**src/rtl/vga_pkg.sv**
```systemverilog
// Shared VGA constants: tile geometry, sync timing and the tile-map port scheduler state encoding.
package vga_pkg;

  // Tile geometry for a 640x480 screen built from 8x8 character cells.
  localparam int TILE_SIZE  = 8;
  localparam int TILE_SHIFT = 3;
  localparam int TILE_COLS  = 80;
  localparam int TILE_ROWS  = 60;
  localparam int TILE_ADDR_W = 13;
  localparam int TILE_DATA_W = 8;

  // 640x480@60 timing, shared with the sync generator.
  localparam int H_ACTIVE = 640;
  localparam int H_FRONT  = 16;
  localparam int H_SYNC   = 96;
  localparam int H_BACK   = 48;
  localparam int H_TOTAL  = H_ACTIVE + H_FRONT + H_SYNC + H_BACK;
  localparam int V_ACTIVE = 480;
  localparam int V_FRONT  = 10;
  localparam int V_SYNC   = 2;
  localparam int V_BACK   = 33;
  localparam int V_TOTAL  = V_ACTIVE + V_FRONT + V_SYNC + V_BACK;

  // Tile-map port ownership: idle, video read issue, video capture, interface write.
  typedef enum logic [1:0] {
    ST_IDLE = 2'd0,
    ST_VRD  = 2'd1,
    ST_VCAP = 2'd2,
    ST_WR   = 2'd3
  } sched_state_t;

  // True on the first pixel column of a character cell.
  function automatic logic tile_x_aligned(input logic [9:0] px);
    return (px[2:0] == 3'd0);
  endfunction

endpackage

```
**src/rtl/tile_addr_calc.sv**
```systemverilog
// Combinational tile-map address: row * COLS + col.
// For the 80-column screen this is (row << 6) + (row << 4) + col, no multiplier needed.
module tile_addr_calc #(
  parameter int COLS   = 80,
  parameter int ADDR_W = 13
) (
  input  logic [6:0]        row,
  input  logic [6:0]        col,
  output logic [ADDR_W-1:0] addr
);

  generate
    if (COLS == 80) begin : g_shift_add
      assign addr = ADDR_W'({row, 6'b000000}) + ADDR_W'({row, 4'b0000}) + ADDR_W'(col);
    end else begin : g_generic
      assign addr = ADDR_W'((int'(row) * COLS) + int'(col));
    end
  endgenerate

endmodule

```
**src/rtl/fb_port_scheduler.sv**
```systemverilog
// Time-shares the single-port tile-map RAM between the video fetch (hard real-time,
// always wins) and the interface writer (req/ack, one cycle per write).
module fb_port_scheduler
  import vga_pkg::*;
#(
  parameter int COLS          = TILE_COLS,
  parameter int ROWS          = TILE_ROWS,
  parameter int ADDR_W        = TILE_ADDR_W,
  parameter int DATA_W        = TILE_DATA_W,
  parameter bit WR_BLANK_ONLY = 1'b0
) (
  input  logic              clk,
  input  logic              rst,
  input  logic              pix_tick,
  input  logic [9:0]        px_X,
  input  logic [9:0]        px_Y,
  input  logic              video_on,
  input  logic              wr_req,
  input  logic [ADDR_W-1:0] wr_addr,
  input  logic [DATA_W-1:0] wr_data,
  output logic              wr_ack,
  output logic              wr_err,
  output logic [ADDR_W-1:0] mem_addr,
  output logic              mem_we,
  output logic [DATA_W-1:0] mem_wdata,
  input  logic [DATA_W-1:0] mem_rdata,
  output logic [DATA_W-1:0] tile_code,
  output logic              tile_valid
);

  sched_state_t      state;
  sched_state_t      next_state;
  logic              trigger;
  logic              eligible;
  logic              in_range;
  logic [ADDR_W-1:0] fetch_addr;
  logic [DATA_W-1:0] tile_code_q;
  logic              unused_px_y_low;

  // Pixel rows inside a cell select the same tile, so the low row bits are not needed here.
  assign unused_px_y_low = ^px_Y[2:0];

  tile_addr_calc #(
    .COLS   (COLS),
    .ADDR_W (ADDR_W)
  ) u_tile_addr_calc (
    .row  (px_Y[9:3]),
    .col  (px_X[9:3]),
    .addr (fetch_addr)
  );

  assign trigger  = pix_tick & video_on & tile_x_aligned(px_X);
  assign eligible = wr_req & ((WR_BLANK_ONLY == 1'b0) | ~video_on);
  assign in_range = (wr_addr < ADDR_W'(COLS * ROWS));

  // During capture the fresh RAM word is forwarded so tile_code and tile_valid line up.
  assign tile_code = (state == ST_VCAP) ? mem_rdata : tile_code_q;

  // Next-state arbitration: a fetch trigger beats any pending write.
  always_comb begin
    next_state = state;
    case (state)
      ST_IDLE: begin
        if (trigger) begin
          next_state = ST_VRD;
        end else if (eligible) begin
          next_state = ST_WR;
        end else begin
          next_state = ST_IDLE;
        end
      end
      ST_VRD: begin
        next_state = ST_VCAP;
      end
      ST_VCAP: begin
        if (trigger) begin
          next_state = ST_VRD;
        end else if (eligible) begin
          next_state = ST_WR;
        end else begin
          next_state = ST_IDLE;
        end
      end
      ST_WR: begin
        if (trigger) begin
          next_state = ST_VRD;
        end else begin
          next_state = ST_IDLE;
        end
      end
      default: begin
        next_state = ST_IDLE;
      end
    endcase
  end

  // State register.
  always_ff @(posedge clk or posedge rst) begin
    if (rst) begin
      state <= ST_IDLE;
    end else begin
      state <= next_state;
    end
  end

  // Registered RAM port and handshake outputs, loaded for the state being entered.
  always_ff @(posedge clk or posedge rst) begin
    if (rst) begin
      mem_addr   <= '0;
      mem_we     <= 1'b0;
      mem_wdata  <= '0;
      wr_ack     <= 1'b0;
      wr_err     <= 1'b0;
      tile_valid <= 1'b0;
    end else begin
      mem_we     <= 1'b0;
      wr_ack     <= 1'b0;
      tile_valid <= 1'b0;
      case (next_state)
        ST_VRD: begin
          mem_addr <= fetch_addr;
        end
        ST_VCAP: begin
          tile_valid <= 1'b1;
        end
        ST_WR: begin
          mem_addr  <= wr_addr;
          mem_wdata <= wr_data;
          mem_we    <= in_range;
          wr_ack    <= 1'b1;
          if (!in_range) begin
            wr_err <= 1'b1;
          end
        end
        default: begin
        end
      endcase
    end
  end

  // Hold the last fetched tile code until the next capture.
  always_ff @(posedge clk or posedge rst) begin
    if (rst) begin
      tile_code_q <= '0;
    end else if (state == ST_VCAP) begin
      tile_code_q <= mem_rdata;
    end
  end

endmodule

```
**config.mk**
```make
export PLATFORM = sky130hd
export DESIGN_NAME = fb_port_scheduler
export DESIGN_NICKNAME = d
export VERILOG_FILES = /design/src/rtl/vga_pkg.sv /design/src/rtl/tile_addr_calc.sv /design/src/rtl/fb_port_scheduler.sv
export SDC_FILE = /design/constraint.sdc
export NUM_CORES = 1
export LEC_CHECK = 0
export ABC_AREA = 1
export CORE_MARGIN = 1.5
export CORE_UTILIZATION = 46
export DETAILED_ROUTE_END_ITERATION = 16
export PLACE_DENSITY = 0.85
export SLEW_MARGIN = 20
export SYNTH_ARGS = -nofsm -noshare
export SYNTH_HDL_FRONTEND = slang
export SYNTH_SLANG_ARGS = --single-unit
```
**constraint.sdc**
```tcl
create_clock -name clk -period 3.97 [get_ports clk]
set_input_delay 0.794 -clock clk [delete_from_list [all_inputs] [get_ports clk]]
set_output_delay 0.794 -clock clk [all_outputs]
set_load 0.02 [all_outputs]
```
==> summary.md <==
| Metric | Value |
|---|---|
| WP data required | 3180 ps |
| CP max FO | 2 |
| Gr usage total | around a fifth |
| Layout area overhead | 44.7% |
| Most used cell, CP | clkdlybuf4s50_1 |
| FMAX | ~0.35 GHz |
| Clock Sink Count | 35 |
| N_diodes | 0 |
| Slew margin rel. | about three fifths |
| Most area-consuming cells after synthesis | dfrtp_1 43%, nand2_1 16%, ha_1 7.9% |
| Mapped cell area | 0.00205 mm2 |
| Hold Fails Final Rpt | 0 |
| Number of buffers added on ports | 83 |
| Final setup TNS | 0 ps |
| Critical Path AT | slightly above 2000 ps |
| Vias/cell | between 4 and 5 |
| Final Max Slew Viols | 0 |
| Post_cts resized | 0 |
| Starting density of the core | 47.4% |
| Non-filler instance count after layout | ~380 |
| Root Buffer Master | clkbuf_8 |
| Worst Setup SP | mem_rdata[4] |
| Max-cap violation count | 0 |
| Antenna Nets Post-Route | 0 |
| EDFF count, synth | 0 |
| Via count | approximately 1800 |
| Critical Path Start Type | input pin |
| Sequential fraction of the synthesis area | 42.7% |
| First-iteration detailed-routing DRC count | 97 |
| Worst slew pin tran | 619 ps |
| Placed cells | ~370 |
| R2r startpoint | state[0] |
| Initial antenna violation count | 0 |
| First-pass GRT wire length | approximately 8100 um |
| Gr ovfl total | 0 |
| Worst-Skew Late Latency | 280 ps |
| Die X | ~70 um |
| Cell variety after synth | 29 |
| Most common cell in the netlist | nand2_1 |
| Synthesized net count | 309 |
| Crit path capture type | primary output |
| CP cell instances | clkdlybuf4s50_1, mux2_2, clkdlybuf4s50_1 |
| Total die area | ~0.005 mm2 |
| Kind of critical path | input pin to primary output |
| Drc violations | 0 |
| Tcrit/Tclk final | between 70% and 80% |
| First drt pass iteration count | 4 |
| Vias in the first global route | roughly 1800 |
| Yosys top cell area share | 42.7% |
| DRT Wirelength | 4730 um |
| Clk buf depth | 2 |
| Yosys reg bits | 35 |
| Die height | 69.8 um |
| Outcome | finished, final reports clean |
| Fin util | 68.6% |
| # setup viols final | 0 |
| Clk_skew | between 4 and 5 ps |
| Pin count of the biggest net entering global routing | 36 |
| Postcts setup bufs | 0 |
| Leakage | ~1.5 nW |
| Crit path time final | 2850 ps |
| Synth Flop Type | dfrtp_1 |
| RSZ-0062 raised after global routing | false |
| Post-synth ARST share | 100% |
| Avg WL per Cell | around 13 um |
| Number of nets in the final layout | between 300 and 400 |
| Post-synthesis average cell area | 8.54 um2 |
| Total CTS buffers | 5 |
| Post-synth top area cell | dfrtp_1 |
| Power Density | ~390 mW/mm2 |
| Slowest stage cell on the critical path | clkdlybuf4s50_1 |
| Min-delay worst type | flop to flop |
| CTS tree | yes |
| Synth top cells by count | 89 x nand2_1, 35 x dfrtp_1, 34 x inv_1 |
| Core ar. | ~0.0043 mm2 |
| Share of post-route cells with drive strength above 1 | approximately 8.0% |
| Worst hold margin | roughly 470 ps |
| Final HPWL DP | 3630 um |
| Hold buffer count at CTS | 0 |
| Slowest cell delay on critical path | approximately 560 ps |
| Worst vdd rail ir drop | ~0.23 mV |
| Io pins | 87 |
| Final Wtd Congestion | 0.858 |
| Register clock-pin slew on the reported worst setup and hold paths | 60 ps |
| Depth of the CTS H-tree | 2 |
| Worst hold start | wr_err |
| # rows | 24 |
| Mapped Cells | 240 |
| Syn. warnings | 0 |
## sequential cells by signal, indices dropped and copies added (netlist names)
| name | cells |
|---|---|
| wr_err | 1 |
| mem_addr | 13 |
| mem_we | 1 |
| wr_ack | 1 |
| tile_code_q | 8 |
| mem_wdata | 8 |
| state | 2 |
| tile_valid | 1 |
## worst max-delay path: cells and delay by family
family | cells | cell delay (ps)
multiplexers | 1 | 280
buffers and inverters | 2 | 980
## worst paths after layout
check,to,slack [ps],depth (start not counted)
setup reg to reg,mem_addr[9],2490,5
setup / recovery,tile_code[4],1120,3
max in group asynchronous,tile_code_q[1],2520,3
hold / removal,wr_err,470,1
min in group asynchronous,tile_code_q[5],920,2
hold reg to reg,wr_err,470,1
## cell usage in the layout (no fill, tap or decap), types with 2 or more instances in the layout
cell              n
clkdlybuf4s50_1  83
ha_1             13
nor2_1           11
or2_2             3
fa_1              2
mux2_1            3
nand3_1          13
a21oi_1           4
o211ai_2          3
inv_1            33
dfrtp_1          35
clkbuf_1          2
o211ai_1          5
mux2_2            5
inv_2             2
nand2_1          89
clkbuf_8          5
## power by group
group | internal (mW) | leakage, nW | total, mW | switching [mW]
Sequential | 0.419 | 0.422 | 0.450 | 0.0306
Clock | 0.123 | 0.0422 | 0.241 | 0.118
Combinational | 0.222 | 1.03 | 0.457 | 0.235
## logic make-up (layout without fill, tap and decap cells)
group	Yosys count	count (layout)	share of synthesized area [%]
flip-flops	35	35	42.7
AO/OA/AOI/OAI	16	16	7.20
adder cells (fa/ha/maj)	15	15	9.89
multiplexers	8	8	4.40
XOR/XNOR	1	1	0.427
buffers and inverters	42	127	9.77
AND/OR/NAND/NOR	123	123	25.6
## final cells by class
cell class	count	area [um2]
clock buffer	7	76.3
clock inverter	1	5.00
fill	365	1360
inverter	35	131
multi-input combinational	163	973
sequential	35	876
tap	52	65.1
timing repair buffer	84	838
## metrics by stage
stage               instance area (um2)  worst slack [ps]  power, mW
floorplan                          2050              1580      0.705
global placement                   2880              1000      0.902
detailed placement                 2880               969      0.912
CTS                                2970              1120       1.16
global route                       2970              1050       1.22
finish                             2970              1120       1.15
## metal layers
metal  routed length (um)  GRT usage [%]  vias up  share of wire [%]
li1                     -              -      915                  -
met1                 1990           26.7      838                 42
met2                 2430           36.0       57                 51
met3                  222           2.76       10                4.7
met4                   85           7.26        0                1.8
met5                    0              0        -                  0
Note: power is estimated with default switching activity, not from simulation.
